### config.mk
export PLATFORM = sky130hd
export DESIGN_NAME = inst_encoder_loader_flat
export DESIGN_NICKNAME = d
export VERILOG_FILES = /design/src/rtl/inst_encoder_loader_if.sv /design/src/rtl/inst_encoder_loader.sv /design/src/flat_wrapper.sv
export SDC_FILE = /design/constraint.sdc
export NUM_CORES = 1
export LEC_CHECK = 0
export CORE_MARGIN = 1.5
export CORE_UTILIZATION = 50
export CTS_CLUSTER_DIAMETER = 200
export DETAILED_ROUTE_END_ITERATION = 6
export HOLD_SLACK_MARGIN = 0.06
export PLACE_DENSITY = 0.92
export SYNTH_ARGS = -nofsm -noshare
export SYNTH_HDL_FRONTEND = slang
export SYNTH_SLANG_ARGS = --single-unit
### constraint.sdc
create_clock -name clk -period 8.45 [get_ports clk]
set_input_delay 2.1125 -clock clk [delete_from_list [all_inputs] [get_ports clk]]
set_output_delay 2.1125 -clock clk [all_outputs]
set_load 0.03 [all_outputs]
### src/rtl/inst_encoder_loader_if.sv
// ---------------------------------------------------------------------------
// inst_encoder_loader_if
//   Request/write bundle for the instruction encoder/loader.
//   Request side : req_valid, req_ready, op, rd, rs1, rs2, imm
//   Memory side  : imem_we, imem_addr (byte address), imem_wdata
//   master : the party issuing descriptors and observing memory writes
//   slave  : the encoder/loader itself
// ---------------------------------------------------------------------------
interface inst_encoder_loader_if #(
   parameter int ADDR_W = 8
);
   logic              req_valid;
   logic              req_ready;
   logic [2:0]        op;
   logic [4:0]        rd;
   logic [4:0]        rs1;
   logic [4:0]        rs2;
   logic [31:0]       imm;
   logic              imem_we;
   logic [ADDR_W-1:0] imem_addr;
   logic [31:0]       imem_wdata;

   modport master (
      output req_valid, op, rd, rs1, rs2, imm,
      input  req_ready, imem_we, imem_addr, imem_wdata
   );

   modport slave (
      input  req_valid, op, rd, rs1, rs2, imm,
      output req_ready, imem_we, imem_addr, imem_wdata
   );
endinterface

### src/rtl/inst_encoder_loader.sv
// ---------------------------------------------------------------------------
// inst_encoder_loader
//   Turns decoded instruction descriptors (lw, sw, addi, slli, add, beq,
//   bne, blt) into RV32I machine words and writes them to consecutive
//   word addresses of instruction memory.
//
//   Ports
//     clk, rst_n : clock (rising edge), asynchronous active-low reset
//     clear      : synchronous restart: write pointer and error state
//     bus        : descriptor handshake in, imem write strobe/address/data out
//     count      : words written since reset/clear
//     full       : count has reached IMEM_WORDS; requests stall
//     err        : sticky encode error
//     err_code   : 0 none, 1 immediate out of range, 2 odd branch offset
//
//   One descriptor takes three cycles: accept (IDLE), encode (ENC),
//   write strobe (WR). An encode error parks the block in ERR until clear.
// ---------------------------------------------------------------------------
module inst_encoder_loader #(
   parameter int IMEM_WORDS = 64,
   parameter int ADDR_W     = 8
) (
   input  logic                  clk,
   input  logic                  rst_n,
   input  logic                  clear,
   inst_encoder_loader_if.slave  bus,
   output logic [ADDR_W-1:0]     count,
   output logic                  full,
   output logic                  err,
   output logic [1:0]            err_code
);

   typedef enum logic [1:0] {
      S_IDLE,
      S_ENC,
      S_WR,
      S_ERR
   } state_e;

   typedef enum logic [2:0] {
      OP_LW   = 3'd0,
      OP_SW   = 3'd1,
      OP_ADDI = 3'd2,
      OP_SLLI = 3'd3,
      OP_ADD  = 3'd4,
      OP_BEQ  = 3'd5,
      OP_BNE  = 3'd6,
      OP_BLT  = 3'd7
   } op_e;

   typedef enum logic [1:0] {
      E_NONE  = 2'd0,
      E_RANGE = 2'd1,
      E_ODD   = 2'd2
   } err_e;

   localparam logic [6:0] OPC_LOAD   = 7'b0000011;
   localparam logic [6:0] OPC_STORE  = 7'b0100011;
   localparam logic [6:0] OPC_OPIMM  = 7'b0010011;
   localparam logic [6:0] OPC_OP     = 7'b0110011;
   localparam logic [6:0] OPC_BRANCH = 7'b1100011;

   state_e      state;
   state_e      state_nxt;
   logic        accept;

   // Latched descriptor
   op_e         op_q;
   logic [4:0]  rd_q;
   logic [4:0]  rs1_q;
   logic [4:0]  rs2_q;
   logic [31:0] imm_q;

   // Encoder result, valid while in ENC
   logic [31:0] enc_word;
   err_e        enc_code;

   // ------------------------------------------------------------------------
   // State register
   // ------------------------------------------------------------------------
   // NOTE: sequential state uses non-blocking (<=) so every flop samples the
   // pre-edge values regardless of process ordering; blocking (=) is for
   // combinational logic only.
   always_ff @(posedge clk or negedge rst_n) begin
      if (!rst_n) begin
         state <= S_IDLE;
      end else begin
         state <= state_nxt;
      end
   end

   // ------------------------------------------------------------------------
   // Next-state logic; clear overrides every state
   // ------------------------------------------------------------------------
   // NOTE: every signal assigned in an always_comb gets a default first so no
   // path leaves it unassigned, which would otherwise infer a latch.
   always_comb begin
      state_nxt = state;
      if (clear) begin
         state_nxt = S_IDLE;
      end else begin
         unique case (state)
            S_IDLE: if (accept)             state_nxt = S_ENC;
            S_ENC:  state_nxt = (enc_code == E_NONE) ? S_WR : S_ERR;
            S_WR:   state_nxt = S_IDLE;
            S_ERR:  state_nxt = S_ERR;
            default: state_nxt = S_IDLE;
         endcase
      end
   end

   // ------------------------------------------------------------------------
   // Outputs decoded from state. Ready is withheld during clear so a request
   // presented alongside clear is visibly not taken.
   // ------------------------------------------------------------------------
   always_comb begin
      full          = (count == ADDR_W'(IMEM_WORDS));
      bus.req_ready = (state == S_IDLE) && !full && !clear;
      bus.imem_we   = (state == S_WR);
      accept        = bus.req_valid && bus.req_ready;
   end

   // ------------------------------------------------------------------------
   // Descriptor capture
   // ------------------------------------------------------------------------
   // NOTE: payload registers carry no reset: they are only consumed in ENC,
   // which is always preceded by an accept that loads them.
   always_ff @(posedge clk) begin
      if (accept) begin
         op_q  <= op_e'(bus.op);
         rd_q  <= bus.rd;
         rs1_q <= bus.rs1;
         rs2_q <= bus.rs2;
         imm_q <= bus.imm;
      end
   end

   // ------------------------------------------------------------------------
   // Encoder and immediate range check
   // ------------------------------------------------------------------------
   logic signed [31:0] imm_s;
   logic               i_range_bad;
   logic               b_range_bad;
   logic [2:0]         br_f3;

   always_comb begin
      imm_s       = $signed(imm_q);
      i_range_bad = (imm_s < -32'sd2048) || (imm_s > 32'sd2047);
      b_range_bad = (imm_s < -32'sd4096) || (imm_s > 32'sd4094);
      enc_word    = '0;
      enc_code    = E_NONE;
      br_f3       = 3'b000;

      unique case (op_q)
         OP_LW: begin
            enc_word = {imm_q[11:0], rs1_q, 3'b010, rd_q, OPC_LOAD};
            if (i_range_bad) enc_code = E_RANGE;
         end
         OP_SW: begin
            enc_word = {imm_q[11:5], rs2_q, rs1_q, 3'b010, imm_q[4:0], OPC_STORE};
            if (i_range_bad) enc_code = E_RANGE;
         end
         OP_ADDI: begin
            enc_word = {imm_q[11:0], rs1_q, 3'b000, rd_q, OPC_OPIMM};
            if (i_range_bad) enc_code = E_RANGE;
         end
         OP_SLLI: begin
            enc_word = {7'b0000000, imm_q[4:0], rs1_q, 3'b001, rd_q, OPC_OPIMM};
            // Unsigned compare: negative shift amounts are also rejected.
            if (imm_q > 32'd31) enc_code = E_RANGE;
         end
         OP_ADD: begin
            enc_word = {7'b0000000, rs2_q, rs1_q, 3'b000, rd_q, OPC_OP};
         end
         default: begin
            // Branches share the B-type layout; only funct3 differs.
            if (op_q == OP_BNE)      br_f3 = 3'b001;
            else if (op_q == OP_BLT) br_f3 = 3'b100;
            enc_word = {imm_q[12], imm_q[10:5], rs2_q, rs1_q, br_f3,
                        imm_q[4:1], imm_q[11], OPC_BRANCH};
            // An odd offset is reported ahead of an out-of-range one.
            if (imm_q[0])         enc_code = E_ODD;
            else if (b_range_bad) enc_code = E_RANGE;
         end
      endcase
   end

   // ------------------------------------------------------------------------
   // Write pointer, write data and error state
   // ------------------------------------------------------------------------
   always_ff @(posedge clk or negedge rst_n) begin
      if (!rst_n) begin
         bus.imem_addr  <= '0;
         bus.imem_wdata <= '0;
         count          <= '0;
         err            <= 1'b0;
         err_code       <= 2'd0;
      end else if (clear) begin
         // imem_wdata keeps its last value; a strobe in progress still
         // completes with it, but the pointer restarts from zero.
         bus.imem_addr <= '0;
         count         <= '0;
         err           <= 1'b0;
         err_code      <= 2'd0;
      end else begin
         unique case (state)
            S_ENC: begin
               if (enc_code == E_NONE) begin
                  bus.imem_wdata <= enc_word;
                  bus.imem_addr  <= {count[ADDR_W-3:0], 2'b00};
               end else begin
                  err      <= 1'b1;
                  err_code <= enc_code;
               end
            end
            S_WR: begin
               count <= count + 1'b1;
            end
            default: ;
         endcase
      end
   end

endmodule

### src/flat_wrapper.sv
// flat-port wrapper written by rule: the top's interface ports become plain ports
module inst_encoder_loader_flat 
#(
   parameter int IMEM_WORDS = 64,
   parameter int ADDR_W     = 8
)
  (clk, rst_n, clear, count, full, err, err_code, bus_req_valid, bus_op, bus_rd, bus_rs1, bus_rs2, bus_imm, bus_req_ready, bus_imem_we, bus_imem_addr, bus_imem_wdata);
  inst_encoder_loader_if #(.ADDR_W(ADDR_W)) bus_i ();
  input  logic clk;
  input  logic rst_n;
  input  logic clear;
  output logic [ADDR_W-1:0] count;
  output logic full;
  output logic err;
  output logic [1:0] err_code;
  input wire logic [$bits(bus_i.req_valid)-1:0] bus_req_valid;
  input wire logic [$bits(bus_i.op)-1:0] bus_op;
  input wire logic [$bits(bus_i.rd)-1:0] bus_rd;
  input wire logic [$bits(bus_i.rs1)-1:0] bus_rs1;
  input wire logic [$bits(bus_i.rs2)-1:0] bus_rs2;
  input wire logic [$bits(bus_i.imm)-1:0] bus_imm;
  output wire logic [$bits(bus_i.req_ready)-1:0] bus_req_ready;
  output wire logic [$bits(bus_i.imem_we)-1:0] bus_imem_we;
  output wire logic [$bits(bus_i.imem_addr)-1:0] bus_imem_addr;
  output wire logic [$bits(bus_i.imem_wdata)-1:0] bus_imem_wdata;
  assign bus_i.req_valid = bus_req_valid;
  assign bus_i.op = bus_op;
  assign bus_i.rd = bus_rd;
  assign bus_i.rs1 = bus_rs1;
  assign bus_i.rs2 = bus_rs2;
  assign bus_i.imm = bus_imm;
  assign bus_req_ready = bus_i.req_ready;
  assign bus_imem_we = bus_i.imem_we;
  assign bus_imem_addr = bus_i.imem_addr;
  assign bus_imem_wdata = bus_i.imem_wdata;
  inst_encoder_loader #(.IMEM_WORDS(IMEM_WORDS), .ADDR_W(ADDR_W)) u_core (.clk(clk), .rst_n(rst_n), .clear(clear), .bus(bus_i), .count(count), .full(full), .err(err), .err_code(err_code));
endmodule
==> impl_metrics.py, run 1 <==
metrics = {
    "clock_network": {
        "cts_hold_buf": 0,
        "htree_num_levels": 3,
        "clk_pin_slew_worst_paths_ns": 0.10,
        "cts_buffers": 9,
        "cts_root_buf": "sky130_fd_sc_hd__clkbuf_8",
        "cts_setup_buffers": 0,
        "post_cts_resize_count": 0,
        "cts_tree": "yes",
        "cts.path.max_buffers": 2,
        "clock_latency_ns": 0.36,
        "sink_count": 98,
    },
    "worst_hold_path": {
        "timing.hold.worst.class": "reg -> reg",
        "hold_depth": 1,
    },
    "placed_design": {
        "post-place-cells": 480,
        "place.detailed.hpwl_um": 5420,
        "placement.io_buffers": 103,
        "globalplace.congestion": 0.788,
    },
    "drt": {
        "vias_per_cell": 5.13,
        "antenna_left": 0,
        "drtIter0Drc": 86,
        "routed_wirelength_um": 7720,
        "drt_pre_antenna_iters": 5,
        "route.detailed.wl_per_inst_um": 15.6,
        "route.detailed.drc": 0,
        "number_of_vias_after_detailed_routing": 2546,
    },
    "worst_setup_path": {
        "crit_path_cell_trace": "clkdlybuf4s50_1, nor4_1, clkdlybuf4s50_1",
        "setup.worst_path.end_class": "output port",
        "timing.setup.critical_path_class": "in -> out",
        "startpoint_type": "input port",
        "crit_slowest_cell": "sky130_fd_sc_hd__clkdlybuf4s50_1",
        "path_common_cell": "sky130_fd_sc_hd__clkdlybuf4s50_1",
        "timing.critical_path.buf_inv": 2,
        "timing.critical_path.required_ns": 6.34,
        "cpLargestDelayFamily": "buffers and inverters",
        "worst-endpoint-arrival_ns": 4.36,
        "cp_num_cells": 3,
        "r2r_cells": 7,
        "cp_max_fo": 30,
        "cpPeakStageDelay_ns": 0.95,
    },
    "logic_synthesis": {
        "post_synth_num_cell_types": 42,
        "netlist_instances": 284,
        "ys.warnings.count": 0,
        "post_synth_instance_area_um2": 4010,
        "synth.yosys.seq_area_share_pct": 67.4,
        "synth.ff_latch_count": 98,
        "syn_avg_cell_area_um2": 14.1,
    },
    "global_routing": {
        "grt_antenna_before_repair": 0,
        "total_overflow_reported_by_the_global_router": 0,
        "global_route_wire_length_before_repair_um": 12900,
        "grt_usage_pct": 19.7,
        "grt_max_degree": 49,
        "grt_pass1_vias": 2649,
    },
    "final_layout": {
        "layout.area.seq_um2": 2700,
        "layout.cells.non_filler": 496,
        "antenna_cells_inserted": 0,
        "layout.filler_cells": 556,
        "syn_to_final_growth_pct": 32.6,
        "final_layout_size_suffix_gt1_share_pct": 14.0,
        "finalNetCount": 445,
        "multi_input_comb_area_um2": 1190,
    },
    "power": {
        "power_density_nw_per_um2": 220,
        "vdd_drop_max_uv": 163,
        "power.leakage_nw": 1.99,
    },
    "sta": {
        "maxClockFrequency_mhz": 154,
        "report.final.setup_viol": 0,
        "worst_clock_skew_ns": 0.0110,
        "drv_slew": 0,
        "timing.final.crit_period_ns": 6.47,
        "totalNegativeSetupSlack_ns": 0,
        "rsz0062_at_grt": "false",
        "final.period_utilization_pct": 76.6,
        "timing_hold_violations_final": 0,
        "worst_pin_slew_ns": 1.05,
        "max_slew_margin_pct": 29.9,
    },
    "status": {
        "status": "completed",
    },
    "floorplanning": {
        "num_io_pins": 108,
        "coreArea_um2": 7730,
        "die_height_um": 92.5,
        "floorplan.die_area_um2": 8560,
        "initial_core_util_pct": 51.9,
        "die_width_um": 92.5,
        "rows": 32,
    },
    "run": {
        "max_cap_viol_count": 0,
    },
}
[routing by layer]
metal | vias to the layer above | global-route usage (%) | share of wire (%)
li1 | 1223 | - | -
met1 | 1221 | 25.7 | 43
met2 | 92 | 32.6 | 50
met3 | 10 | 4.43 | 5.7
met4 | 0 | 6.67 | 1.4
met5 | - | 0 | 0
[power breakdown]
part           total (mW)  switching [mW]  internal [mW]
Sequential          0.589          0.0310          0.558
Clock               0.300           0.164          0.136
Combinational       0.279           0.150          0.130
[cells by family after synthesis]
| kind of cell | synth area share, % |
|---|---|
| buffers and inverters | 3.31 |
| multiplexers | 11.4 |
| flip-flops | 67.4 |
| other | 0.0936 |
| adder cells (fa/ha/maj) | 0.624 |
| AND/OR/NAND/NOR | 11.0 |
| XOR/XNOR | 1.31 |
| AO/OA/AOI/OAI | 4.90 |
[cells in the final DEF (no fill, tap or decap), types with 3 or more instances in the layout]
cell type	Yosys	routed
sky130_fd_sc_hd__dfrtp_1	48	48
sky130_fd_sc_hd__clkinvlp_4	0	3
sky130_fd_sc_hd__nor3_1	5	5
sky130_fd_sc_hd__o21ai_0	6	6
sky130_fd_sc_hd__mux2_2	28	28
sky130_fd_sc_hd__nor4_1	8	8
sky130_fd_sc_hd__inv_1	12	12
sky130_fd_sc_hd__nand4_1	8	8
sky130_fd_sc_hd__nand2b_1	13	13
sky130_fd_sc_hd__nor2b_1	4	4
sky130_fd_sc_hd__conb_1	1	4
sky130_fd_sc_hd__nor2_1	18	17
sky130_fd_sc_hd__xor2_1	5	5
sky130_fd_sc_hd__nand2_1	16	16
sky130_fd_sc_hd__a21oi_1	7	7
sky130_fd_sc_hd__edfxtp_1	50	50
sky130_fd_sc_hd__clkdlybuf4s50_1	0	102
sky130_fd_sc_hd__clkbuf_8	0	10
sky130_fd_sc_hd__mux2i_1	14	14
[registers in the layout (all words and copies together), names as in the netlist]
register               flops
u_core.imm_q              32
u_core.count               8
u_core.rd_q                5
u_core.rs1_q               5
u_core.err                 1
u_core.rs2_q               5
u_core.err_code            2
u_core.bus.imem_wdata     29
u_core.bus.imem_addr       6
u_core.op_q                3
u_core.state               2
[worst paths after layout]
| kind | start | to | slack [ns] |
|---|---|---|---|
| max | clear | bus_req_ready | 1.98 |
| min | u_core.rs1_q[1]$_DFFE_PP_ | u_core.bus.imem_wdata[16]$_DFFE_PN0P_ | 0.49 |
| max reg2reg | u_core.imm_q[17]$_DFFE_PP_ | u_core.bus.imem_wdata[31]$_DFFE_PN0P_ | 5.44 |
| min reg2reg | u_core.rs1_q[1]$_DFFE_PP_ | u_core.bus.imem_wdata[16]$_DFFE_PN0P_ | 0.49 |
| max in group asynchronous | rst_n | u_core.bus.imem_wdata[12]$_DFFE_PN0P_ | 5.86 |
| min in group asynchronous | rst_n | u_core.bus.imem_wdata[30]$_DFFE_PN0P_ | 1.95 |
[stage by stage]
stage / util, % / setup WS, ns / instance area, um2 / power, mW / hold slack, ns
final: 68.8 / 1.98 / 5310 / 1.17 / 0.489
after global routing: 68.8 / 1.84 / 5310 / 1.22 / 0.516
after CTS: 68.8 / 2.04 / 5310 / 1.18 / 0.497
after detailed placement: 66.1 / 2.04 / 5110 / 0.880 / 0.464
after global placement: 66.1 / 2.16 / 5110 / 0.873 / 0.456
after floorplan: - / 3.05 / 4020 / 0.747 / 0.454
[cells in the mapped netlist]
| master | n | area share [%] |
|---|---|---|
| sky130_fd_sc_hd__a211oi_1 | 1 | 0.19 |
| sky130_fd_sc_hd__a211oi_4 | 1 | 0.50 |
| sky130_fd_sc_hd__a21oi_1 | 7 | 0.87 |
| sky130_fd_sc_hd__a21oi_2 | 1 | 0.22 |
| sky130_fd_sc_hd__a22o_1 | 1 | 0.22 |
| sky130_fd_sc_hd__a22oi_1 | 2 | 0.37 |
| sky130_fd_sc_hd__a2bb2o_1 | 1 | 0.25 |
| sky130_fd_sc_hd__a2bb2o_4 | 1 | 0.50 |
| sky130_fd_sc_hd__a31oi_1 | 2 | 0.31 |
| sky130_fd_sc_hd__a32o_1 | 1 | 0.25 |
| sky130_fd_sc_hd__and2_1 | 1 | 0.16 |
| sky130_fd_sc_hd__and3_1 | 2 | 0.31 |
| sky130_fd_sc_hd__buf_1 | 1 | 0.094 |
| sky130_fd_sc_hd__buf_2 | 1 | 0.12 |
| sky130_fd_sc_hd__buf_4 | 5 | 0.94 |
| sky130_fd_sc_hd__buf_6 | 2 | 0.56 |
| sky130_fd_sc_hd__clkbuf_1 | 5 | 0.47 |
| sky130_fd_sc_hd__conb_1 | 1 | 0.094 |
| sky130_fd_sc_hd__dfrtp_1 | 48 | 30 |
| sky130_fd_sc_hd__edfxtp_1 | 50 | 37 |
| sky130_fd_sc_hd__ha_1 | 2 | 0.62 |
| sky130_fd_sc_hd__inv_1 | 12 | 1.1 |
| sky130_fd_sc_hd__mux2_2 | 28 | 7.9 |
| sky130_fd_sc_hd__mux2i_1 | 14 | 3.5 |
| sky130_fd_sc_hd__nand2_1 | 16 | 1.5 |
| sky130_fd_sc_hd__nand2b_1 | 13 | 2.0 |
| sky130_fd_sc_hd__nand3_1 | 2 | 0.25 |
| sky130_fd_sc_hd__nand4_1 | 8 | 1.2 |
| sky130_fd_sc_hd__nand4bb_1 | 1 | 0.28 |
| sky130_fd_sc_hd__nor2_1 | 18 | 1.7 |
| sky130_fd_sc_hd__nor2b_1 | 4 | 0.62 |
| sky130_fd_sc_hd__nor3_1 | 5 | 0.62 |
| sky130_fd_sc_hd__nor4_1 | 8 | 1.2 |
| sky130_fd_sc_hd__nor4_2 | 1 | 0.31 |
| sky130_fd_sc_hd__o21ai_0 | 6 | 0.75 |
| sky130_fd_sc_hd__o21ai_2 | 1 | 0.22 |
| sky130_fd_sc_hd__o32a_1 | 1 | 0.25 |
| sky130_fd_sc_hd__or2_2 | 1 | 0.16 |
| sky130_fd_sc_hd__or3_1 | 2 | 0.31 |
| sky130_fd_sc_hd__or3b_2 | 1 | 0.22 |
| sky130_fd_sc_hd__xnor2_1 | 1 | 0.22 |
| sky130_fd_sc_hd__xor2_1 | 5 | 1.1 |
[final cells by class]
type	instances	area share (%)
Clock buffer	11	3.06
Clock inverter	5	0.801
Inverter	12	0.848
Multi-Input combinational cell	163	22.4
Sequential cell	98	50.9
Tap cell	102	2.40
Timing Repair Buffer	105	19.6
No activity file was read; power rests on OpenSTA's default activity.
==> run 2, diff against run 1 <==
--- a/config.mk
+++ b/config.mk
@@ -6,11 +6,11 @@
 export NUM_CORES = 1
 export LEC_CHECK = 0
 export CORE_MARGIN = 1.5
-export CORE_UTILIZATION = 50
+export CORE_UTILIZATION = 48
 export CTS_CLUSTER_DIAMETER = 200
 export DETAILED_ROUTE_END_ITERATION = 6
 export HOLD_SLACK_MARGIN = 0.06
-export PLACE_DENSITY = 0.92
+export PLACE_DENSITY = 0.89
 export SYNTH_ARGS = -nofsm -noshare
 export SYNTH_HDL_FRONTEND = slang
 export SYNTH_SLANG_ARGS = --single-unit
==> constraint.sdc (replaced) <==
create_clock -name clk -period 6.2 [get_ports clk]
set_input_delay 1.55 -clock clk [delete_from_list [all_inputs] [get_ports clk]]
set_output_delay 1.55 -clock clk [all_outputs]
set_load 0.03 [all_outputs]
==> impl_metrics.py, run 2 (same netlist as run 1, synthesis figures left out) <==
metrics = {
    "final_layout": {
        "finalNetCount": 446,
        "syn_to_final_growth_pct": 32.6,
        "largestRegisters": "u_core.imm_q: 32 flops, u_core.bus.imem_wdata: 29 flops, u_core.count: 8 flops",
        "top_register": "u_core.imm_q",
        "final_layout_size_suffix_gt1_share_pct": 13.7,
        "final_common_cell": "sky130_fd_sc_hd__clkdlybuf4s50_1",
        "final_util_pct": 65.3,
        "antenna_cells_inserted": 0,
        "largest_reg_flops": 32,
        "most_frequent_cells_in_the_layout": "sky130_fd_sc_hd__clkdlybuf4s50_1 (102), sky130_fd_sc_hd__edfxtp_1 (50), sky130_fd_sc_hd__dfrtp_1 (48), sky130_fd_sc_hd__mux2_2 (28), sky130_fd_sc_hd__nor2_1 (17)",
    },
    "worst_setup_path": {
        "cpPeakStageDelay_ns": 0.71,
        "startpoint_type": "input port",
        "worst_r2r_startpoint": "u_core.imm_q[17]$_DFFE_PP_",
        "crit_slowest_cell": "sky130_fd_sc_hd__clkdlybuf4s50_1",
        "cp_max_fo": 30,
        "crit_path_cell_trace": "clkdlybuf4s50_1, buf_4, nor4_1, clkdlybuf4s50_1",
        "worst-endpoint-arrival_ns": 3.19,
        "setup.worst_path.start": "clear",
        "worst-r2r-setup-slack_ns": 3.15,
        "timing.setup.critical_path_class": "in -> out",
        "timing.critical_path.buf_inv": 3,
        "path_common_cell": "sky130_fd_sc_hd__clkdlybuf4s50_1",
        "cpLargestDelayFamily": "buffers and inverters",
        "crit-reg2reg-capture": "u_core.bus.imem_wdata[22]$_DFFE_PN0P_",
        "timing.critical_path.required_ns": 4.65,
        "r2r_cells": 7,
        "setup.worst_path.end_class": "output port",
    },
    "power": {
        "vdd_drop_max_uv": 197,
        "report.power.total_mw": 1.59,
        "power_density_nw_per_um2": 299,
        "power.leakage_nw": 2.01,
    },
    "global_routing": {
        "grt_max_degree": 49,
        "grt_antenna_before_repair": 0,
        "total_overflow_reported_by_the_global_router": 0,
        "grt_pass1_vias": 2611,
        "global_route_wire_length_before_repair_um": 12300,
        "grt_usage_pct": 18.5,
    },
    "worst_hold_path": {
        "hold_depth": 1,
        "timing.hold.worst.class": "reg -> reg",
        "worst_hold_launch": "u_core.rs1_q[2]$_DFFE_PP_",
        "worst_hold_path.endpoint": "u_core.bus.imem_wdata[17]$_DFFE_PN0P_",
    },
    "clock_network": {
        "clk_pin_slew_worst_paths_ns": 0.09,
        "cts.path.max_buffers": 2,
        "sink_count": 98,
        "clock_latency_ns": 0.35,
        "post_cts_resize_count": 0,
        "cts_root_buf": "sky130_fd_sc_hd__clkbuf_8",
        "cts_buffers": 9,
        "htree_num_levels": 3,
        "cts_setup_buffers": 0,
        "cts_tree": "yes",
        "cts_hold_buf": 0,
    },
    "drt": {
        "route.detailed.wl_per_inst_um": 15.3,
        "vias_per_cell": 5.09,
        "routed_wirelength_um": 7670,
        "antenna_left": 0,
        "drtIter0Drc": 76,
        "drt_pre_antenna_iters": 4,
        "route.detailed.drc": 0,
        "number_of_vias_after_detailed_routing": 2546,
    },
    "sta": {
        "worst_clock_skew_ns": 0.00753,
        "timing_hold_violations_final": 0,
        "worst_pin_slew_ns": 1.07,
        "max_slew_margin_pct": 28.4,
        "report.final.setup_viol": 0,
        "final.period_utilization_pct": 76.4,
        "timing.final.crit_period_ns": 4.74,
        "totalNegativeSetupSlack_ns": 0,
        "drv_slew": 0,
        "rsz0062_at_grt": "false",
        "maxClockFrequency_mhz": 211,
        "fin_hold_ws_ns": 0.485,
    },
    "floorplanning": {
        "initial_core_util_pct": 49.3,
        "rows": 33,
        "coreArea_um2": 8130,
        "die_height_um": 94.4,
        "die_width_um": 94.4,
        "num_io_pins": 108,
        "floorplan.die_area_um2": 8910,
    },
    "placed_design": {
        "placement.io_buffers": 103,
        "globalplace.congestion": 0.777,
        "place.detailed.hpwl_um": 5430,
    },
    "run": {
        "max_cap_viol_count": 0,
    },
    "status": {
        "status": "completed",
    },
}
[run 2: cell count changes in the layout (fill, tap and decap cells not counted), sizes merged]
cell,previous run,this run
clkinv,0,3
clkinvlp,3,0
buf,3,4
bufinv,0,1
inv,14,13
[run 2: layout make-up]
| type | count | area (um2) |
|---|---|---|
| fill | 598 | 2820 |
| clock inverter | 5 | 52.6 |
| sequential | 98 | 2700 |
| clock buffer | 11 | 141 |
| timing repair buffer | 106 | 1050 |
| tap | 105 | 131 |
| inverter | 12 | 45.0 |
| multi-input combinational | 163 | 1190 |
[run 2: how the worst max path moves through the flow]
stage | slack (ns) | cells after the start | end
final | 1.46 | 4 | bus_req_ready
after CTS | 1.44 | 4 | bus_req_ready
after detailed placement | 1.44 | 4 | bus_req_ready
after global placement | 1.46 | 4 | bus_req_ready
after floorplan | 1.68 | 3 | u_core.imm_q[0]$_DFFE_PP_
after global routing | 1.36 | 4 | bus_req_ready
[run 2: power by group]
part	switching, mW	leakage (nW)	total [mW]	internal [mW]
Combinational	0.204	0.827	0.381	0.177
Clock	0.211	0.101	0.407	0.197
Sequential	0.0404	1.08	0.801	0.761
[run 2: per-layer routing]
layer  routed length (um)  vias up  global-route usage (%)
li1                     -     1228                       -
met1                 3400     1230                    23.4
met2                 3740       79                    30.7
met3                  451        9                    5.07
met4                   76        0                    6.34
met5                    0        -                       0
[run 2: worst register-to-register path: cells and delay by family (launching register included)]
| family | cells | cell delay, ns |
|---|---|---|
| flip-flops | 1 | 0.40 |
| AND/OR/NAND/NOR | 3 | 0.95 |
| multiplexers | 1 | 0.38 |
| AO/OA/AOI/OAI | 2 | 0.82 |
| buffers and inverters | 1 | 0.39 |
[run 2: per-stage QoR]
step,cells,area [um2],setup slack (ns)
3_5_place_dp,484,5120,1.44
3_3_place_gp,484,5120,1.46
2_1_floorplan,287,4020,1.68
5_1_grt,500,5310,1.36
6_report,500,5310,1.46
4_1_cts,500,5310,1.44
==> run 3, diff against run 2 <==
==> constraint.sdc (replaced) <==
create_clock -name clk -period 4.65 [get_ports clk]
set_input_delay 1.1625 -clock clk [delete_from_list [all_inputs] [get_ports clk]]
set_output_delay 1.1625 -clock clk [all_outputs]
set_load 0.03 [all_outputs]
==> impl_metrics.py, run 3 (same netlist as run 1, synthesis figures left out) <==
metrics = {
    "floorplanning": {
        "rows": 33,
        "die_height_um": 94.4,
        "floorplan.die_area_um2": 8910,
        "die_width_um": 94.4,
        "initial_core_util_pct": 49.3,
        "coreArea_um2": 8130,
        "num_io_pins": 108,
    },
    "status": {
        "status": "completed",
    },
    "drt": {
        "drtIter0Drc": 106,
        "routed_wirelength_um": 7990,
        "antenna_left": 0,
        "vias_per_cell": 5.22,
        "route.detailed.drc": 0,
        "route.detailed.wl_per_inst_um": 16.0,
        "number_of_vias_after_detailed_routing": 2609,
        "drt_pre_antenna_iters": 4,
    },
    "worst_setup_path": {
        "path_common_cell": "sky130_fd_sc_hd__clkdlybuf4s50_1",
        "setup.worst_path.start": "clear",
        "setup.worst_path.end_class": "output port",
        "timing.critical_path.required_ns": 3.49,
        "worst-r2r-setup-slack_ns": 1.81,
        "cp_max_fo": 2,
        "timing.setup.critical_path_class": "in -> out",
        "crit_slowest_cell": "sky130_fd_sc_hd__clkdlybuf4s50_1",
        "cpPeakStageDelay_ns": 0.75,
        "worst-endpoint-arrival_ns": 2.75,
        "crit_path_cell_trace": "clkdlybuf4s50_1, nor4_1, clkdlybuf4s50_1",
        "crit-reg2reg-capture": "u_core.bus.imem_wdata[11]$_DFFE_PN0P_",
        "worst_r2r_startpoint": "u_core.imm_q[20]$_DFFE_PP_",
        "timing.critical_path.buf_inv": 2,
        "cpLargestDelayFamily": "buffers and inverters",
        "startpoint_type": "input port",
        "r2r_cells": 7,
    },
    "final_layout": {
        "largestRegisters": "u_core.imm_q: 32 flops, u_core.bus.imem_wdata: 29 flops, u_core.count: 8 flops",
        "post_route_cell_area_um2": 5330,
        "largest_reg_flops": 32,
        "most_frequent_cells_in_the_layout": "sky130_fd_sc_hd__clkdlybuf4s50_1 (102), sky130_fd_sc_hd__edfxtp_1 (50), sky130_fd_sc_hd__dfrtp_1 (48), sky130_fd_sc_hd__mux2_2 (28), sky130_fd_sc_hd__nor2_1 (17)",
        "top_register": "u_core.imm_q",
        "final_common_cell": "sky130_fd_sc_hd__clkdlybuf4s50_1",
        "syn_to_final_growth_pct": 32.9,
        "layout.filler_cells": 589,
        "multi_input_comb_area_um2": 1190,
        "finalNetCount": 446,
        "layout.area.seq_um2": 2700,
        "antenna_cells_inserted": 0,
        "final_layout_size_suffix_gt1_share_pct": 13.9,
    },
    "worst_hold_path": {
        "worst_hold_launch": "u_core.rs1_q[2]$_DFFE_PP_",
        "worst_hold_path.endpoint": "u_core.bus.imem_wdata[17]$_DFFE_PN0P_",
        "hold_depth": 1,
        "timing.hold.worst.class": "reg -> reg",
    },
    "global_routing": {
        "grt_max_degree": 49,
        "grt_pass1_vias": 2663,
        "global_route_wire_length_before_repair_um": 12700,
        "grt_usage_pct": 19.0,
        "total_overflow_reported_by_the_global_router": 0,
        "grt_antenna_before_repair": 0,
    },
    "clock_network": {
        "post_cts_resize_count": 0,
        "cts_setup_buffers": 0,
        "cts.path.max_buffers": 2,
        "cts_tree": "yes",
        "clock_latency_ns": 0.35,
        "htree_num_levels": 3,
        "cts_buffers": 9,
        "clk_pin_slew_worst_paths_ns": 0.09,
        "cts_hold_buf": 0,
        "sink_count": 98,
        "cts_root_buf": "sky130_fd_sc_hd__clkbuf_8",
    },
    "sta": {
        "final.setup.worst_slack_ns": 0.733,
        "worst_clock_skew_ns": 0.0110,
        "totalNegativeSetupSlack_ns": 0,
        "maxClockFrequency_mhz": 255,
        "timing_hold_violations_final": 0,
        "worst_pin_slew_ns": 1.10,
        "timing.final.crit_period_ns": 3.92,
        "final.period_utilization_pct": 84.2,
        "rsz0062_at_grt": "false",
        "report.final.setup_viol": 0,
        "max_slew_margin_pct": 26.8,
        "drv_slew": 0,
    },
    "placed_design": {
        "placedInstanceArea_um2": 5130,
        "place_worst_setup_slack_ns": 0.748,
        "globalplace.congestion": 0.768,
        "placement.io_buffers": 103,
        "place.detailed.hpwl_um": 5610,
    },
    "run": {
        "max_cap_viol_count": 0,
    },
    "power": {
        "power_density_nw_per_um2": 399,
        "report.power.total_mw": 2.12,
        "power.leakage_nw": 2.01,
        "vdd_drop_max_uv": 269,
    },
}
==> run 3: cell count changes in the layout (fill, tap and decap cells not counted), sizes merged <==
cell / before / now
inv: 13 / 12
clkinv: 3 / 4
==> run 3: routing by layer <==
layer	up-vias	global-route usage, %	routed length, um
met1	1268	24.9	3420
met5	-	0	0
met2	94	29.9	3950
met3	17	4.43	440
met4	0	9.45	170
li1	1230	-	-
==> run 3: final cells by class <==
cell class	count	share of cell area (%)
timing repair buffer	106	19.9
clock inverter	5	1.01
sequential	98	50.7
multi-input combinational	163	22.4
tap	105	2.47
inverter	12	0.846
clock buffer	11	2.65
==> run 3: worst register-to-register path, stage by stage (launching register included) <==
cell and delay (ns):
sky130_fd_sc_hd__edfxtp_1 0.40, sky130_fd_sc_hd__nor4_1 0.33, sky130_fd_sc_hd__nand3_1 0.18, sky130_fd_sc_hd__nor4_2 0.37
sky130_fd_sc_hd__o21ai_2 0.18, sky130_fd_sc_hd__a211oi_4 0.65, sky130_fd_sc_hd__buf_12 0.25, sky130_fd_sc_hd__mux2_2 0.36
==> run 3: worst max path at each step <==
stage                                 to  slack, ns  cells after the start
6_report                   bus_req_ready       0.73                      3
5_1_grt                    bus_req_ready       0.69                      3
4_1_cts                    bus_req_ready       0.73                      3
3_5_place_dp               bus_req_ready       0.75                      3
3_3_place_gp               bus_req_ready       0.71                      3
2_1_floorplan  u_core.imm_q[0]$_DFFE_PP_       0.52                      3
==> run 3: through the flow <==
stage / util, % / hold slack, ns / std cells
global route: 65.5 / 0.510 / 500
floorplan: - / 0.454 / 287
detailed placement: 63.1 / 0.464 / 484
finish: 65.5 / 0.487 / 500
CTS: 65.5 / 0.488 / 500
global placement: 63.1 / 0.456 / 484
==> run 3: power by group <==
part | internal [mW] | total (mW) | switching (mW)
Clock | 0.262 | 0.542 | 0.280
Sequential | 1.01 | 1.07 | 0.0554
Combinational | 0.237 | 0.512 | 0.275
